### config.mk
export PLATFORM = sky130hd
export DESIGN_NAME = pc_counter
export DESIGN_NICKNAME = d
export VERILOG_FILES = /design/src/rtl/pc_counter.sv
export SDC_FILE = /design/constraint.sdc
export NUM_CORES = 1
export LEC_CHECK = 0
export BUFFER_PORTS_ARGS = -buffer_cell sky130_fd_sc_hd__buf_2
export CAP_MARGIN = 20
export CORE_MARGIN = 3
export CORE_UTILIZATION = 45
export CTS_BUF_LIST = sky130_fd_sc_hd__clkbuf_16
export CTS_CLUSTER_SIZE = 8
export DETAILED_ROUTE_END_ITERATION = 10
export GPL_TIMING_DRIVEN = 0
export PLACE_DENSITY_LB_ADDON = 0.15
export SLEW_MARGIN = 40
export SYNTH_ARGS = -nofsm -noshare
export SYNTH_HDL_FRONTEND = slang
export SYNTH_SLANG_ARGS = --single-unit
### constraint.sdc
create_clock -name clk -period 3 [get_ports clk]
set_clock_uncertainty 0.05 [all_clocks]
set_input_delay 0.15 -clock clk [delete_from_list [all_inputs] [get_ports clk]]
set_output_delay 0.15 -clock clk [all_outputs]
set_load 0.005 [all_outputs]
### src/rtl/pc_counter.sv
// -----------------------------------------------------------------------------
// pc_counter -- parametrised program counter for the luna CPU datapath.
//
// Drives the instruction fetch address and executes one control-unit command
// per cycle: absolute load, call, return, signed relative branch, increment
// or hold. Everything is registered; there is no combinational path from any
// input to any output.
//
// Optional feature macro: PC_RSTACK_EN
//   defined     -> hardware return-address stack (LIFO) plus call/ret handling
//                  and live stack flags
//   not defined -> no stack storage or pointer; call_en/ret_en are ignored;
//                  stack_full = 0, stack_empty = 1, stack_err = 0
//
// Parameters
//   WIDTH        counter / address width in bits (>= 2)
//   RESET_VALUE  value of data_out after reset
//   STACK_DEPTH  number of return-stack entries (>= 1)
//
// Ports
//   clk          rising-edge clock
//   rst_n        asynchronous active-low reset
//   en           increment by one
//   write_en     absolute load of data_in
//   data_in      load / call target
//   rel_en       relative branch by offset (two's complement)
//   offset       branch offset
//   call_en      push data_out + 1 and jump to data_in
//   ret_en       pop return address into the counter
//   data_out     current counter value
//   wrap         one-cycle pulse after an increment from all ones to zero
//   stack_full   stack holds STACK_DEPTH entries
//   stack_empty  stack holds no entries
//   stack_err    sticky overflow/underflow flag, cleared only by reset
//
// Command handshake: there is no back-pressure. Every command sampled on a
// rising edge with rst_n high is consumed on that edge. When several command
// bits are high, the priority write_en > call_en > ret_en > rel_en > en picks
// a single winner and the rest are dropped.
// -----------------------------------------------------------------------------
module pc_counter #(
    parameter int               WIDTH       = 16,
    parameter logic [WIDTH-1:0] RESET_VALUE = '0,
    parameter int               STACK_DEPTH = 4
) (
    input  logic             clk,
    input  logic             rst_n,
    input  logic             en,
    input  logic             write_en,
    input  logic [WIDTH-1:0] data_in,
    input  logic             rel_en,
    input  logic [WIDTH-1:0] offset,
    input  logic             call_en,
    input  logic             ret_en,
    output logic [WIDTH-1:0] data_out,
    output logic             wrap,
    output logic             stack_full,
    output logic             stack_empty,
    output logic             stack_err
);

    localparam logic [WIDTH-1:0] ONE = {{(WIDTH-1){1'b0}}, 1'b1};

    logic [WIDTH-1:0] pc_q, pc_d;
    logic             wrap_q, wrap_d;
    logic [WIDTH-1:0] pc_plus1;

    assign pc_plus1 = pc_q + ONE;

`ifdef PC_RSTACK_EN
    // Pointer counts stored entries, so it needs to reach STACK_DEPTH itself.
    localparam int PTR_W = (STACK_DEPTH > 0) ? $clog2(STACK_DEPTH + 1) : 1;
    localparam int IDX_W = (STACK_DEPTH > 1) ? $clog2(STACK_DEPTH) : 1;
    localparam logic [PTR_W-1:0] PTR_ONE  = {{(PTR_W-1){1'b0}}, 1'b1};
    localparam logic [PTR_W-1:0] PTR_FULL = PTR_W'(STACK_DEPTH);

    logic [WIDTH-1:0] stack_q [STACK_DEPTH];
    logic [PTR_W-1:0] ptr_q, ptr_d;
    logic             err_q, err_d;
    logic             push;
    logic [PTR_W-1:0] ptr_m1;
    logic [IDX_W-1:0] push_idx;
    logic [IDX_W-1:0] pop_idx;
    logic             full;
    logic             empty;

    assign full     = (ptr_q == PTR_FULL);
    assign empty    = (ptr_q == '0);
    assign ptr_m1   = ptr_q - PTR_ONE;
    // Push writes the slot just above the top; pop reads the top itself.
    // Truncation is safe: push only happens when ptr_q < STACK_DEPTH and the
    // pop index is only used when the stack is not empty.
    assign push_idx = ptr_q[IDX_W-1:0];
    assign pop_idx  = ptr_m1[IDX_W-1:0];
`else
    // Keeps the ignored command inputs and the unused depth parameter
    // referenced in the stackless build.
    logic unused_stack_inputs;
    assign unused_stack_inputs = call_en ^ ret_en ^ (STACK_DEPTH == 0);
`endif

    // Next-state decode, fixed priority.
    always_comb begin
        pc_d   = pc_q;
        wrap_d = 1'b0;
`ifdef PC_RSTACK_EN
        ptr_d  = ptr_q;
        err_d  = err_q;
        push   = 1'b0;
`endif
        if (write_en) begin
            pc_d = data_in;
        end
`ifdef PC_RSTACK_EN
        else if (call_en) begin
            if (full) begin
                err_d = 1'b1;
            end else begin
                push  = 1'b1;
                ptr_d = ptr_q + PTR_ONE;
                pc_d  = data_in;
            end
        end
        else if (ret_en) begin
            if (empty) begin
                err_d = 1'b1;
            end else begin
                ptr_d = ptr_m1;
                pc_d  = stack_q[pop_idx];
            end
        end
`endif
        else if (rel_en) begin
            // Truncated sum gives modular wrap both ways; no wrap pulse.
            pc_d = pc_q + offset;
        end
        else if (en) begin
            pc_d   = pc_plus1;
            wrap_d = &pc_q;
        end
    end

    always_ff @(posedge clk or negedge rst_n) begin
        if (!rst_n) begin
            pc_q   <= RESET_VALUE;
            wrap_q <= 1'b0;
        end else begin
            pc_q   <= pc_d;
            wrap_q <= wrap_d;
        end
    end

`ifdef PC_RSTACK_EN
    always_ff @(posedge clk or negedge rst_n) begin
        if (!rst_n) begin
            ptr_q <= '0;
            err_q <= 1'b0;
        end else begin
            ptr_q <= ptr_d;
            err_q <= err_d;
        end
    end

    // Entry storage is deliberately not reset; the pointer alone defines
    // which entries are valid.
    always_ff @(posedge clk) begin
        if (push) begin
            stack_q[push_idx] <= pc_plus1;
        end
    end

    assign stack_full  = full;
    assign stack_empty = empty;
    assign stack_err   = err_q;
`else
    assign stack_full  = 1'b0;
    assign stack_empty = 1'b1;
    assign stack_err   = 1'b0;
`endif

    assign data_out = pc_q;
    assign wrap     = wrap_q;

endmodule

==> flow_metrics.py, run 1 <==
metrics = {
    "global_routing": {
        "grtUsageTotal_pct": 20.5,
        "grt_pass1_wl_mm": 7.30,
        "grt_max_degree": 18,
        "antenna_found_initial": 0,
        "gr-total-overflow": 0,
        "grt_pass1_vias": 1562,
    },
    "setup_path": {
        "ff2ff_path_depth": 8,
        "worstPathRequired_ps": 3090,
        "reg2reg_to": "data_out[12]$_DFFE_PN0P_",
        "crit_slowest_cell": "fa_1",
        "path_cells": "ha_1 -> fa_1 -> a21oi_1 -> o31ai_2 -> o22ai_2 -> o21ai_2 -> or4_1 -> and3_1",
        "cp_slowest_stage_delay_ps": 420,
        "cp_max_fo": 4,
        "r2r_setup_slack_ps": 460,
        "cp-endpoint": "data_out[12]$_DFFE_PN0P_",
        "cp-startpoint": "data_out[0]$_DFFE_PN0P_",
        "cp.arrival_ps": 2630,
        "cp-end-kind": "flip-flop",
        "r2r-start": "data_out[0]$_DFFE_PN0P_",
        "critPathKind": "reg2reg",
        "start_kind": "flip-flop",
    },
    "timing": {
        "finalHoldViolCount": 0,
        "finalSetupViolations": 0,
        "timing.final.crit_share_pct": 84.5,
        "tightestPinTransition_ps": 579,
        "grt_setup_unrepaired": "false",
        "whs_ps": 121,
        "fmax_mhz": 394,
        "setup_ws_ps": 464,
        "tns_ps": 0,
        "relSlewSlack_pct": 61.4,
        "post-route-min-period_ps": 2540,
        "finalMaxSlewViolations": 0,
    },
    "finish": {
        "regArea_um2": 425,
        "fin_nets": 335,
        "layout_commonest_cell": "buf_2",
        "fin_area_um2": 2190,
        "fillers": 379,
        "area_delta_synth_final_pct": 23.7,
        "n_antenna_cell": 0,
        "layout_common_cells": "buf_2 (54), nand2_1 (21), a21oi_1 (21)",
        "multi_input_area_um2": 1250,
        "drive_above_1_share_pct": 27.6,
        "post-route-util_pct": 58.9,
    },
    "route": {
        "num_vias": 1798,
        "detail-route-antenna-nets": 0,
        "wl_per_cell_um": 14.5,
        "drc_errors": 0,
        "viasPerCell": 5.50,
        "initialDrtViolationCount": 140,
        "firstDrtPassIters": 4,
        "wirelength_mm": 4.73,
    },
    "clock_tree": {
        "clock_latency_ps": 250,
        "post_cts_resized": 0,
        "path_clk_slew_ps": 60,
        "tritoncts": "built",
        "cts-root-buf": "clkbuf_16",
        "clk_path_buf_depth": 2,
        "clock_sinks": 17,
        "hold_buffers": 1,
        "htreeDepth": 1,
        "post_cts_buffers": 0,
        "cts-buffers-inserted": 3,
    },
    "die": {
        "die_area_um2": 4720,
        "pin_count": 59,
        "start_util_pct": 47.6,
        "die_w_um": 68.7,
        "die_y_um": 68.7,
        "design.core.area_um2": 3720,
        "num_rows": 22,
    },
    "yosys": {
        "ys_seq_area_share_pct": 24.0,
        "syn_area_um2": 1770,
        "ys.flop_type": "dfrtp_1",
        "ys_ff_latch": 17,
        "async_flop_share_pct": 100,
        "synth_edf_count": 0,
        "yosysWarnings": 0,
        "synthCells": 220,
        "ys_types": 57,
        "syn_avg_cell_area_um2": 8.04,
    },
    "pwr": {
        "p_leak_uw": 0.00102,
        "power_density_nw_per_um2": 578,
        "peakVddDrop_mv": 0.234,
    },
    "placement": {
        "dp_hpwl_mm": 3.71,
        "io_buffers": 53,
        "gp_congestion": 0.914,
        "placed_cell_area_um2": 2100,
        "post-place-ws_ps": 393,
    },
    "run_status": {
        "outcome": "completed",
    },
    "hold_path": {
        "hold_path.class": "in2reg",
    },
    "flow_run": {
        "maxCapViolCount": 0,
    },
}
[flip-flops by register name, summed over array words and instances (netlist names)]
signal / count
wrap: 1
data_out: 16
[per-stage QoR]
| step | power (uW) | std cells |
|---|---|---|
| 6_report | 1260 | 327 |
| 3_3_place_gp | 982 | 322 |
| 3_5_place_dp | 991 | 322 |
| 4_1_cts | 1270 | 327 |
| 2_1_floorplan | 805 | 221 |
| 5_1_grt | 1380 | 327 |
[worst max-delay path, delay by kind of cell (launching register included)]
kind                       cells  cell delay (ps)
AOI/OAI and AO/OA              4              730
and+or+nand+nor                2              560
DFF                            1              410
adders and majority gates      2              680
[logic make-up (layout without fill, tap and decap cells)]
kind of cell	after synthesis	after routing	synth area share, %
mux	4	4	2.26
flops	17	17	24.0
simple gates	85	85	25.9
compound gates	69	69	26.3
xor+xnor	8	8	3.96
other cells	2	3	0.424
buf+inv	19	77	5.37
fa+ha+maj	16	16	11.7
[report_power, final]
part	switching, uW	total (uW)	leakage, uW	internal, uW
Sequential	71.2	357	0.000200	286
Clock	95.1	274	0.0000409	179
Combinational	335	634	0.000783	299
[how the worst min path moves through the flow]
stage                                          end       start  slack [ps]  cells past startpoint
after detailed placement  data_out[14]$_DFFE_PN0P_       rst_n          60                      1
after global placement    data_out[13]$_DFFE_PN0P_       rst_n          60                      1
final                      data_out[7]$_DFFE_PN0P_  data_in[7]         120                      3
after CTS                  data_out[7]$_DFFE_PN0P_  data_in[7]         130                      3
after global routing       data_out[7]$_DFFE_PN0P_  data_in[7]         140                      3
after floorplan            data_out[0]$_DFFE_PN0P_       rst_n        -200                      0
[cell usage after synthesis (all sizes together) (2+ instances only)]
master | instances | area share (%)
clkbuf | 4 | 0.85
nor2 | 13 | 2.8
nand3 | 5 | 1.4
mux2i | 4 | 2.3
nand4 | 6 | 2.1
or3 | 3 | 1.1
and3 | 2 | 0.71
o21ai | 15 | 4.5
o211ai | 4 | 2.0
a21oi | 24 | 7.4
inv | 7 | 1.5
or4 | 2 | 0.85
nor2b | 2 | 0.71
nand2 | 22 | 4.8
nand2b | 3 | 1.1
dfrtp | 17 | 24
nor3b | 3 | 1.3
nor4 | 3 | 1.1
a211oi | 2 | 0.85
o22ai | 4 | 1.8
and2 | 14 | 5.0
xnor2 | 6 | 3.0
o21a | 5 | 2.1
nor3 | 3 | 1.1
xor2 | 2 | 0.99
ha | 15 | 11
buf | 7 | 2.8
a21boi | 3 | 1.3
conb | 2 | 0.42
[layer usage]
layer  track usage [%]  up-vias  routed length, um
met3              2.43        4                242
met5                 0        -                  0
li1                  -      920                  -
met1              29.4      820               2280
met4              6.08        0                 36
met2              32.2       54               2170
[layout make-up]
| type | count | area share, % |
|---|---|---|
| tap | 48 | 2.74 |
| clock inverter | 1 | 0.229 |
| clock buffer | 3 | 3.43 |
| multi-input combinational | 185 | 57.2 |
| inverter | 8 | 1.37 |
| buffer | 11 | 2.97 |
| sequential | 17 | 19.4 |
| timing repair buffer | 54 | 12.6 |
Power figures use the tool's default switching activity.
==> inputs of run 2 (changes only) <==
==> constraint.sdc (replaced) <==
create_clock -name clk -period 2.19 [get_ports clk]
set_clock_uncertainty 0.05 [all_clocks]
set_input_delay 0.1095 -clock clk [delete_from_list [all_inputs] [get_ports clk]]
set_output_delay 0.1095 -clock clk [all_outputs]
set_load 0.005 [all_outputs]
==> flow_metrics.py, run 2 (synthesis results as in run 1) <==
metrics = {
    "finish": {
        "area_delta_synth_final_pct": 35.3,
        "layout_common_cells": "buf_2 (54), nand2_1 (21), a21oi_1 (20)",
        "drive_above_1_share_pct": 34.4,
        "layout_commonest_cell": "buf_2",
        "fin_area_um2": 2390,
        "largest_reg_flops": 16,
        "fin_nets": 341,
        "n_antenna_cell": 0,
    },
    "pwr": {
        "swShare_pct": 39.9,
        "intPower_uw": 1150,
        "peakVddDrop_mv": 0.327,
        "p_sw_uw": 766,
        "combPwrFrac_pct": 54.0,
        "power_density_nw_per_um2": 802,
        "clkPwrFrac_pct": 19.6,
        "power_frac_seq_pct": 26.3,
        "p_leak_uw": 0.00107,
    },
    "clock_tree": {
        "path_clk_slew_ps": 60,
        "clock_latency_ps": 250,
        "clock_sinks": 17,
        "cts-buffers-inserted": 3,
        "htreeDepth": 1,
        "tritoncts": "built",
        "clk_path_buf_depth": 2,
        "cts-root-buf": "clkbuf_16",
    },
    "route": {
        "detail-route-antenna-nets": 0,
        "firstDrtPassIters": 4,
        "initialDrtViolationCount": 150,
        "wirelength_mm": 5.01,
        "drc_errors": 0,
        "num_vias": 1835,
        "viasPerCell": 5.51,
        "wl_per_cell_um": 15.0,
    },
    "die": {
        "die_area_um2": 4720,
        "num_rows": 22,
        "die_y_um": 68.7,
        "start_util_pct": 47.6,
        "pin_count": 59,
        "design.core.area_um2": 3720,
        "die_w_um": 68.7,
    },
    "global_routing": {
        "grt_pass1_wl_mm": 7.69,
        "antenna_found_initial": 0,
        "grt_max_degree": 20,
        "gr-total-overflow": 0,
        "grtUsageTotal_pct": 21.8,
        "grt_pass1_vias": 1584,
    },
    "setup_path": {
        "critPathKind": "reg2reg",
        "cp-end-kind": "flip-flop",
        "path_cells": "ha_4 -> fa_2 -> a21oi_4 -> o31ai_4 -> o22ai_2 -> o21ai_2 -> or4_1 -> and3_1",
        "worstPathRequired_ps": 2280,
        "cp.arrival_ps": 2290,
        "cp_slowest_stage_delay_ps": 410,
        "crit_slowest_cell": "dfrtp_1",
        "r2r_setup_slack_ps": -7,
        "start_kind": "flip-flop",
        "cp_max_fo": 2,
    },
    "timing": {
        "timing.final.crit_share_pct": 100,
        "finalSetupViolations": 1,
        "setup_ws_ps": -7.08,
        "finalHoldViolCount": 0,
        "fmax_mhz": 455,
        "relSlewSlack_pct": 60.3,
        "finalMaxSlewViolations": 0,
        "tightestPinTransition_ps": 595,
        "grt_setup_unrepaired": "true",
        "post-route-min-period_ps": 2200,
        "whs_ps": 102,
    },
    "placement": {
        "io_buffers": 53,
        "dp_hpwl_mm": 3.65,
        "gp_congestion": 0.864,
        "placed_cell_area_um2": 2110,
    },
    "flow_run": {
        "maxCapViolCount": 0,
    },
    "hold_path": {
        "hold_path.class": "in2reg",
    },
    "run_status": {
        "violations": "negative setup slack",
        "outcome": "finished with violations",
    },
}
==> run 2: power groups by stage <==
stage	clock [uW]	sequential [uW]	combinational (uW)
after global placement	0	492	859
after floorplan	0	479	629
after detailed placement	0	495	870
after CTS	383	490	914
after global routing	402	519	1160
final	377	505	1040
==> run 2: timing repair <==
item                                    in CTS  in global routing
hold buffers                                 1                  0
cloned                                       0                  0
buffers inserted                             4                  3
pin swaps                                    8                 12
endpoints found under the setup margin       2                  5
gates resized for setup                      4                 19
hold endpoints to repair                    17                  0
==> run 2: per-layer routing <==
| metal | GRT usage (%) | vias up | share of wire [%] |
|---|---|---|---|
| met5 | 0 | - | 0 |
| met3 | 2.59 | 4 | 6.0 |
| li1 | - | 927 | - |
| met1 | 32.4 | 846 | 46 |
| met2 | 33.1 | 58 | 47 |
| met4 | 5.60 | 0 | 0.92 |
==> run 2: path summary, 6_finish.rpt <==
kind	start	endpoint	cells after the start
max in group asynchronous	rst_n	data_out[2]$_DFFE_PN0P_	2
min	data_in[7]	data_out[7]$_DFFE_PN0P_	3
min reg2reg	data_out[2]$_DFFE_PN0P_	data_out[2]$_DFFE_PN0P_	2
max	data_out[0]$_DFFE_PN0P_	data_out[12]$_DFFE_PN0P_	8
min in group asynchronous	rst_n	data_out[1]$_DFFE_PN0P_	2
max reg2reg	data_out[0]$_DFFE_PN0P_	data_out[12]$_DFFE_PN0P_	8
==> run 2: cell type report <==
class                   count  area (um^2)
multi-input cells         185         1410
fillers                   344         1320
flip-flops and latches     17          427
repair buffers             61          328
clock buffers               3         75.1
plain buffers              10         61.3
well taps                  48         60.1
inverters                   8         30.0
clock inverters             1         5.00
==> run 2: through the flow <==
stage                     util, %  worst slack [ps]  setup TNS [ps]  cells  power [uW]
after floorplan                 -              8.56               0    221        1110
after global placement       56.7              -342           -1260    322        1350
after detailed placement     56.7              -380           -1640    322        1370
after CTS                    60.4             -67.5           -67.5    330        1790
after global routing         64.4              -100            -164    333        2080
final                        64.4             -7.08           -7.08    333        1920
==> run 2: critical path: cells and delay by family, from the launching register on <==
family / cells / cell delay (ps)
AND/OR/NAND/NOR: 2 / 530
AO/OA/AOI/OAI: 4 / 550
adder cells (fa/ha/maj): 2 / 550
flip-flops: 1 / 410
